File: config.mk
export PLATFORM = sky130hd
export DESIGN_NAME = obc_da_mac_seq
export DESIGN_NICKNAME = d
export VERILOG_FILES = /design/src/rtl/obc_da_mac_seq.sv
export SDC_FILE = /design/constraint.sdc
export NUM_CORES = 2
export LEC_CHECK = 0
export BUFFER_PORTS_ARGS = -buffer_cell sky130_fd_sc_hd__buf_2
export CAP_MARGIN = 15
export CORE_MARGIN = 2
export CORE_UTILIZATION = 40
export CTS_CLUSTER_DIAMETER = 30
export DETAILED_ROUTE_END_ITERATION = 10
export GPL_ROUTABILITY_DRIVEN = 0
export PLACE_DENSITY = 0.64
export SYNTH_ARGS = -nofsm -noshare
export SYNTH_HDL_FRONTEND = slang
export SYNTH_SLANG_ARGS = --single-unit
File: constraint.sdc
create_clock -name clk -period 20.9 [get_ports clk]
set_clock_uncertainty 0.1 [all_clocks]
set_input_delay 2.09 -clock clk [delete_from_list [all_inputs] [get_ports clk]]
set_output_delay 2.09 -clock clk [all_outputs]
set_load 0.02 [all_outputs]
File: src/rtl/obc_da_mac_seq.sv
// obc_da_mac_seq: bit-serial offset-binary-coded distributed-arithmetic MAC.
// Latches N_TAPS samples, walks one bit-slice per clock MSB first, looks up
// per-group folded OBC LUTs, applies the sign flip and Horner-accumulates
// the slices into a single DFT output term. LUTs and offset are loadable
// while idle.
// Optional build macro OBC_SAT_EN: saturate dout to OUT_W signed range and
// expose sat_flag; without it dout is the wrapped low OUT_W bits.
module obc_da_mac_seq #(
    parameter int N_TAPS = 16,
    parameter int GROUP  = 2,
    parameter int DIN_W  = 16,
    parameter int COEF_W = 32,
    parameter int ACC_W  = 48,
    parameter int OUT_W  = 40,
    localparam int NG    = N_TAPS / GROUP,
    localparam int LD    = 1 << (GROUP - 1),
    localparam int NENT  = NG * LD,
    localparam int CA_W  = (NENT > 1) ? $clog2(NENT) : 1
) (
    input  logic                       clk,
    input  logic                       rst,
    input  logic                       in_valid,
    output logic                       in_ready,
    input  logic [N_TAPS*DIN_W-1:0]    in_samples,
    output logic                       out_valid,
    input  logic                       out_ready,
    output logic [OUT_W-1:0]           dout,
    input  logic                       cfg_we,
    input  logic [CA_W-1:0]            cfg_addr,
    input  logic [COEF_W-1:0]          cfg_data,
    input  logic                       cfg_off_we,
    input  logic [ACC_W-1:0]           cfg_off,
`ifdef OBC_SAT_EN
    output logic                       sat_flag,
`endif
    output logic                       busy
);

    localparam int JW = (DIN_W > 1) ? $clog2(DIN_W) : 1;

    typedef enum logic [1:0] {IDLE, RUN, DONE} state_t;

    state_t                    state, state_d;
    logic                      accept;
    logic [N_TAPS*DIN_W-1:0]   smp;
    logic [JW-1:0]             bit_cnt;
    logic signed [ACC_W-1:0]   acc;
    logic signed [ACC_W-1:0]   off_q;
    logic signed [COEF_W-1:0]  lut [NENT];
    logic [N_TAPS-1:0]         col;
    logic                      msb_slice;
    logic                      last_slice;
    logic signed [ACC_W-1:0]   slice;
    logic signed [ACC_W-1:0]   acc_nxt;
    logic signed [ACC_W-1:0]   fin;
    logic [OUT_W-1:0]          res;
    logic                      ovf;
    logic                      sat_q;

    assign msb_slice  = (bit_cnt == JW'(DIN_W - 1));
    assign last_slice = (bit_cnt == '0);

    // State register
    always_ff @(posedge clk) begin
        if (rst) state <= IDLE;
        else     state <= state_d;
    end

    // Next-state and handshake outputs; in_ready is held low while in reset
    always_comb begin
        state_d   = state;
        in_ready  = 1'b0;
        out_valid = 1'b0;
        busy      = 1'b0;
        accept    = 1'b0;
        case (state)
            IDLE: begin
                in_ready = !rst;
                accept   = in_valid && !rst;
                if (accept) state_d = RUN;
            end
            RUN: begin
                busy = 1'b1;
                if (last_slice) state_d = DONE;
            end
            DONE: begin
                busy      = 1'b1;
                out_valid = 1'b1;
                if (out_ready) state_d = IDLE;
            end
            default: state_d = IDLE;
        endcase
    end

    // Current bit-slice: bit j of every latched sample
    always_comb begin
        logic [DIN_W-1:0] word;
        word = '0;
        col  = '0;
        for (int k = 0; k < N_TAPS; k++) begin
            word   = smp[k*DIN_W +: DIN_W];
            col[k] = word[bit_cnt];
        end
    end

    // Slice sum D_j: folded LUT lookup per group, sign set by lead bit and MSB slice
    always_comb begin
        logic                    f;
        logic [CA_W-1:0]         addr;
        logic signed [ACC_W-1:0] ext;
        f     = 1'b0;
        addr  = '0;
        ext   = '0;
        slice = '0;
        for (int g = 0; g < NG; g++) begin
            f    = col[g*GROUP];
            addr = CA_W'(g * LD);
            for (int i = 1; i < GROUP; i++) addr[i-1] = col[g*GROUP+i] ^ f;
            ext = lut[addr];
            if (f ^ msb_slice) slice = slice - ext;
            else               slice = slice + ext;
        end
    end

    assign acc_nxt = {acc[ACC_W-2:0], 1'b0} + slice;
    assign fin     = acc_nxt + off_q;

`ifdef OBC_SAT_EN
    // Clip when the bits above the OUT_W sign bit are not a pure sign extension
    always_comb begin
        ovf = !((&fin[ACC_W-1:OUT_W-1]) || !(|fin[ACC_W-1:OUT_W-1]));
        res = fin[OUT_W-1:0];
        if (ovf) res = fin[ACC_W-1] ? {1'b1, {(OUT_W-1){1'b0}}}
                                    : {1'b0, {(OUT_W-1){1'b1}}};
    end
    assign sat_flag = sat_q & out_valid;
`else
    assign ovf = 1'b0;
    assign res = fin[OUT_W-1:0];
    generate
        if (ACC_W > OUT_W) begin : g_wrap
            logic unused_hi;
            assign unused_hi = ^fin[ACC_W-1:OUT_W];
        end
    endgenerate
`endif

    // Datapath: sample latch, Horner accumulator, result register, config store
    always_ff @(posedge clk) begin
        if (rst) begin
            smp     <= '0;
            acc     <= '0;
            bit_cnt <= '0;
            dout    <= '0;
            sat_q   <= 1'b0;
            off_q   <= '0;
            for (int e = 0; e < NENT; e++) lut[e] <= '0;
        end else begin
            if (accept) begin
                smp     <= in_samples;
                acc     <= '0;
                bit_cnt <= JW'(DIN_W - 1);
                sat_q   <= 1'b0;
            end
            if (state == RUN) begin
                acc <= acc_nxt;
                if (last_slice) begin
                    dout  <= res;
                    sat_q <= ovf;
                end else begin
                    bit_cnt <= bit_cnt - 1'b1;
                end
            end
            // Coefficients only change between vectors; an accept-cycle write
            // lands before the first slice and is used by that vector.
            if (state == IDLE) begin
                if (cfg_we && ({1'b0, cfg_addr} < (CA_W+1)'(NENT)))
                    lut[cfg_addr] <= cfg_data;
                if (cfg_off_we)
                    off_q <= cfg_off;
            end
        end
    end

endmodule

* Yosys cells after proc, flatten, opt, wreduce, memory -nomap -nowiden
Memory sizes are Yosys's and may differ from the RTL's.
Index checks and enable logic that the tools add are counted.
** Word-level totals
- Register bits :: 381
- Logic and storage cells :: 120
- ROM bits :: 0
- Memories :: 1
- Bits in writable memories :: 512
- Input bits :: 346
- Output and inout bits :: 43
- Latch bits :: 0
** Cells by class
- Multiply operators :: 0
- Shift-type cells :: 0
- Equal/unequal tests :: 6
- Reductions and logical operators :: 10
- Muxes and demuxes :: 62
- $add $sub $neg :: 18
- Bitwise operators :: 16
- Div/mod/pow operators :: 0
- $lt $le $gt $ge :: 1
** Memory list
- lut :: words 16, width 32, read ports 8, clocked after memory_dff 0, write ports 16, RTL line 49 : logic signed [COEF_W-1:0] lut [NENT];
** Operator list (count)
- two-way mux 40 bit :: 8
- adder 40 x 32 -> 40 bit :: 7
- subtractor 40 x 32 -> 40 bit :: 7
- adder 40 bit :: 2
- two-way mux 39 bit :: 2
- binary-select mux 1 bit (select 4 bit) :: 16
- subtractor 1 x 32 -> 33 bit, first input constant :: 1
- two-way mux 32 bit :: 1
- OR reduction 32 bit :: 1
- two-way mux 1 bit :: 27
- two-way mux 4 bit :: 4
- XOR 1 bit :: 16
- two-way mux 2 bit :: 3
- != test 2 bit, second input constant :: 3
- one-hot mux 2 bit (3 select lines) :: 1
- less-than comparator 4 x 5 -> 1 bit, second input constant :: 1
- equality test 4 bit, second input constant :: 1
- logical NOT 4 bit :: 1
- AND reduction 2 bit :: 2
- subtractor 4 x 1 -> 4 bit, second input constant :: 1
- AND reduction 3 bit :: 1
- equality test 2 x 1 -> 1 bit, second input constant :: 1
- equality test 2 bit, second input constant :: 1
- logical NOT 2 bit :: 1
- other kinds (4) :: 4

* Logic depth before layout (Yosys ltp)
An unclocked memory read counts as a cell.
- Word-level depth :: 22
- Depth in mapped cells :: 94

* Worst setup path after synthesis
No wires, ideal clock.
- Path type :: reg2reg
- Start point :: register bit_cnt[1]
- End point :: register dout[39]
- Path slack :: 3263 ps
- Data required time :: 20714 ps
- Arrival :: 17451 ps
- Setup time :: 86 ps
- Period minus slack after synthesis :: 17637 ps
- Stages on the path, launching flop included :: 92
- Buffers on the path :: 8
- Cells stage by stage :: dfxtp_1 > buf_6 > buf_6 > buf_6 > mux4_2 > o22ai_1 > nor3_1 > buf_2 > buf_1 > buf_1 > clkbuf_1 > clkbuf_1 > mux2i_1 > ha_1 > nor2_1 > xnor2_1 > ha_1 > nor2b_1 > [56 not listed] > and2_1 > ha_1 > nand2_1 > nor2_1 > a211oi_1 > o21bai_1 > a21oi_1 > xnor2_1 > ha_1 > and3_1 > a211o_1 > a21oi_1 > o21ai_0 > xnor2_2 > xnor3_1 > nand2b_1 > o211ai_1 > a221oi_2
** On the way
- Longest elaborated chain between the ends :: 22
- Elaborated cells between the ends (all ways) :: 77
- Those cells by class :: add/sub: 17; eq/ne: 1; mux: 40; bitwise: 16; reduce/logical: 2; memory: 1
** RTL lines
- start, declared :: RTL line 46 : logic [JW-1:0] bit_cnt;
- start signal, assigned :: RTL line 162 : bit_cnt <= JW'(DIN_W - 1);
- start signal, assigned :: RTL line 171 : bit_cnt <= bit_cnt - 1'b1;
- binary-select mux 1 bit (select 4 bit) :: RTL line 102 : col[k] = word[bit_cnt];
- two-way mux 1 bit (implied by the code) :: RTL line 102
- XOR 1 bit :: RTL line 118 : for (int i = 1; i < GROUP; i++) addr[i-1] = col[g*GROUP+i] ^ f;
- memory (16 x 32 bit)
- subtractor 1 x 32 -> 33 bit :: RTL line 120 : if (f ^ msb_slice) slice = slice - ext;
- two-way mux 40 bit :: RTL line 120
- adder 40 x 32 -> 40 bit or subtractor 40 x 32 -> 40 bit (tied branches) :: RTL line 121, 120
- two-way mux 40 bit :: RTL line 120
- [6 not listed]
- adder 40 x 32 -> 40 bit or subtractor 40 x 32 -> 40 bit (tied branches) :: RTL line 121, 120
- two-way mux 40 bit :: RTL line 120
- adder 40 x 32 -> 40 bit or subtractor 40 x 32 -> 40 bit (tied branches) :: RTL line 121, 120
- two-way mux 40 bit :: RTL line 120
- adder 40 x 32 -> 40 bit or subtractor 40 x 32 -> 40 bit (tied branches) :: RTL line 121, 120
- two-way mux 40 bit :: RTL line 120
- adder 40 bit :: RTL line 125 : assign acc_nxt = {acc[ACC_W-2:0], 1'b0} + slice;
- adder 40 bit :: RTL line 126 : assign fin = acc_nxt + off_q;
- end signal, assigned :: RTL line 168 : dout <= res;
- end, declared :: RTL line 27 : output logic [OUT_W-1:0] dout,
Parallel ways exist; a longest one is shown, timed or not. The select of a mux whose other input is x is not followed.
A chain may end at the register's enable or synchronous reset.

* Final worst setup path
Ends and elaborated chain as after synthesis.

==> out/qor.tcl <==
set qor(run_status) {complete, no violations}
set qor(synth_nets) 7740
set qor(post_route_fraction_of_the_period_consumed_by_the_critical_path_pct) 90.12
set qor(timing.max_slew.rel_slack_pct) 20.60
set qor(timing.setup.tns_ps) 0
set qor(worstPathArrival_ps) 19430
set qor(cts_sinks) 893
set qor(final_cell_area_um2) 73080
set qor(ff_latch_area_um2) 23010
set qor(cts-buffers-inserted) 196
set qor(cts_root_buffer) {clkbuf_16}
set qor(initial_core_util_pct) 40.34
set qor(post_cts_buffers) 0
set qor(track_usage_pct) 21.15
set qor(antenna_left) 0
set qor(floorplan.die.height_um) 398.4
set qor(syn_to_final_growth_pct) 17.46
set qor(multi_input_logic_area_um2) 37580
set qor(dr_total_vias) 51310
set qor(mappedNetlistArea_um2) 62220
set qor(htree_levels) 4
set qor(dr.pass1.iters) 6
set qor(hpwl_um) 133300
set qor(via_density_per_instance) 5.354
set qor(hp-class) {reg -> reg}
set qor(max_cap_violations) 0
set qor(cts_max_path_buffers) 3
set qor(critPathMaxStageDelay_ps) 710
set qor(maximum_number_of_pins_on_one_net_before_global_route_repair) 245
set qor(synth_enable_flop_cells) 512
set qor(maxClockFrequency_ghz) 0.05309
set qor(ys.warnings.count) 0
set qor(finalHoldViolations) 0
set qor(global_route_total_overflow) 0
set qor(grt_pass1_wl_um) 265700
set qor(postPlaceCellArea_um2) 66090
set qor(synthFlopType) {edfxtp_1}
set qor(chipWidth_um) 398.4
set qor(drt_wl_total_um) 173300
set qor(design.die.area_um2) 158700
set qor(insertion_delay_ps) 800
set qor(ctsHoldBuffers) 0
set qor(worst_pin_slew_ps) 1191
set qor(postSynthCellCount) 7021
set qor(syn-mean-instance-area_um2) 8.862
set qor(worst_path_required_time_ps) 21490
set qor(grt_antenna_before_repair) 30
set qor(drt_iter0_drc) 3382
set qor(final_common_cell) {nand2_1}
set qor(worst-setup-path-type) {reg -> reg}
set qor(cpMostUsedCell) {ha_1}
set qor(coreArea_um2) 154200
set qor(finalWorstPathRequiredPeriod_ps) 18830
set qor(final-setup-viol-count) 0
set qor(final_net_count) 8063
set qor(numPortBuffers) 380
set qor(startpoint_type) {flip-flop}
set qor(detail_route.drc_violations) 0
set qor(drive_gt1_share_pct) 12.97
set qor(maxSlewViolCount) 0
set qor(ys_async_rst_share_pct) 0
set qor(drt-wirelength-per-cell_um) 18.08
set qor(design.portCount) 389
set qor(top_library_cells_by_usage_in_the_layout_fill_and_taps_aside) {967 x nand2_1, 556 x nor2_1, 545 x and2_1, 513 x a21oi_1, 512 x edfxtp_1}
set qor(tritoncts_clock_tree) {done}
set qor(vias_in_the_first_global_route) 49710
set qor(rsz0062_at_grt) {no}
set qor(placed_cells) 9189
set qor(slowest_stage) {nor3_2}
set qor(ys_seq_area_share_pct) 36.97
set qor(ys_types) 90
set qor(path_max_fanout) 38
set qor(filler_cell_count) 14490
set qor(worst_setup_path_end_kind) {flip-flop}
set qor(finish.cell_count_without_fillers) 9583
set qor(cts.reportedPaths.clkPinSlew_ps) 50
set qor(synth.ff_latch_count) 893
set qor(cell_rows) 144
set qor(ctsResizeCount) 0
-- worst max-delay path, delay by kind of cell (launching register included) --
kind	cells	cell delay, ps
compound gates	34	7400
flops	1	650
mux	1	410
simple gates	25	4460
buf+inv	3	1260
fa+ha+maj	9	2880
xor+xnor	8	1540
-- worst paths after layout --
path	startpoint	endpoint	slack, ps	cells past startpoint
hold / removal	dout[4]	dout[4]	350	2
setup / recovery	bit_cnt[1]	dout[39]	2070	80
setup reg to reg	bit_cnt[1]	dout[39]	2070	80
hold reg to reg	dout[4]	dout[4]	350	2
-- cells by family after synthesis --
family / synth area share [%]
fa+ha+maj: 7.610
flops: 36.97
buf+inv: 2.856
compound gates: 12.82
mux: 7.290
xor+xnor: 9.363
simple gates: 23.09
-- per-layer routing --
| metal | wire (um) | track usage, % |
|---|---|---|
| met1 | 74270 | 25.97 |
| met2 | 83420 | 36.59 |
| met3 | 8305 | 3.041 |
| met4 | 7227 | 9.616 |
| met5 | 27 | 0 |
-- state kept, by name (all words and copies together) (netlist names) --
name and flops:
acc 39, bit_cnt 4, dout 40, lut 512
off_q 40, smp 256, state 2
-- cell usage after synthesis, types with 10 or more instances --
cell type  number  share of area [%]
nand2_1       968                5.8
nor2_1        556                3.4
and2_1        545                5.5
a21oi_1       515                4.1
edfxtp_1      512                 25
xnor2_1       439                6.2
dfxtp_1       381                 12
ha_1          364                7.3
nand3_1       316                2.5
mux2i_1       292                4.7
clkbuf_1      252                1.5
o21ai_0       242                1.9
xor2_1        214                3.0
nor3_1        199                1.6
a21o_1        129                1.6
inv_1         118               0.71
mux4_2         57                2.1
nand2b_1       57               0.57
nor2b_1        55               0.55
a31oi_1        53               0.53
buf_1          53               0.32
nor4_1         53               0.53
o21a_1         51               0.62
o31ai_1        50               0.60
o21bai_1       47               0.57
or3_1          43               0.43
and3_1         40               0.40
a211oi_1       32               0.39
or2_2          32               0.32
or4_1          30               0.36
nand4_1        27               0.27
mux2_2         24               0.43
nor3b_1        19               0.23
o211ai_1       19               0.23
o31a_1         15               0.21
o41ai_1        14               0.20
a31o_2         12               0.17
buf_2          11              0.088
a21boi_0       10               0.12
-- metrics by stage --
step | setup slack [ps] | util, % | hold WS (ps)
final | 2066 | 47.39 | 345.5
after global routing | 697.4 | 47.37 | 363.7
after CTS | 2146 | 47.34 | 346.0
after detailed placement | 2253 | 42.85 | 340.0
after global placement | 2252 | 42.85 | 339.6
after floorplan | 3263 | - | 330.6
-- layout make-up --
cell class / count / area share (%)
Antenna cell: 27 / 0.09245
Multi-Input combinational cell: 5679 / 51.42
Clock inverter: 133 / 2.219
Sequential cell: 893 / 31.48
Timing Repair Buffer: 454 / 3.400
Inverter: 120 / 0.6300
Tap cell: 2044 / 3.499
Clock buffer: 233 / 7.254
Power is left out: the tool's default activity adds up to more than one toggle a clock period on the data nets, which glitch-free logic cannot reach.
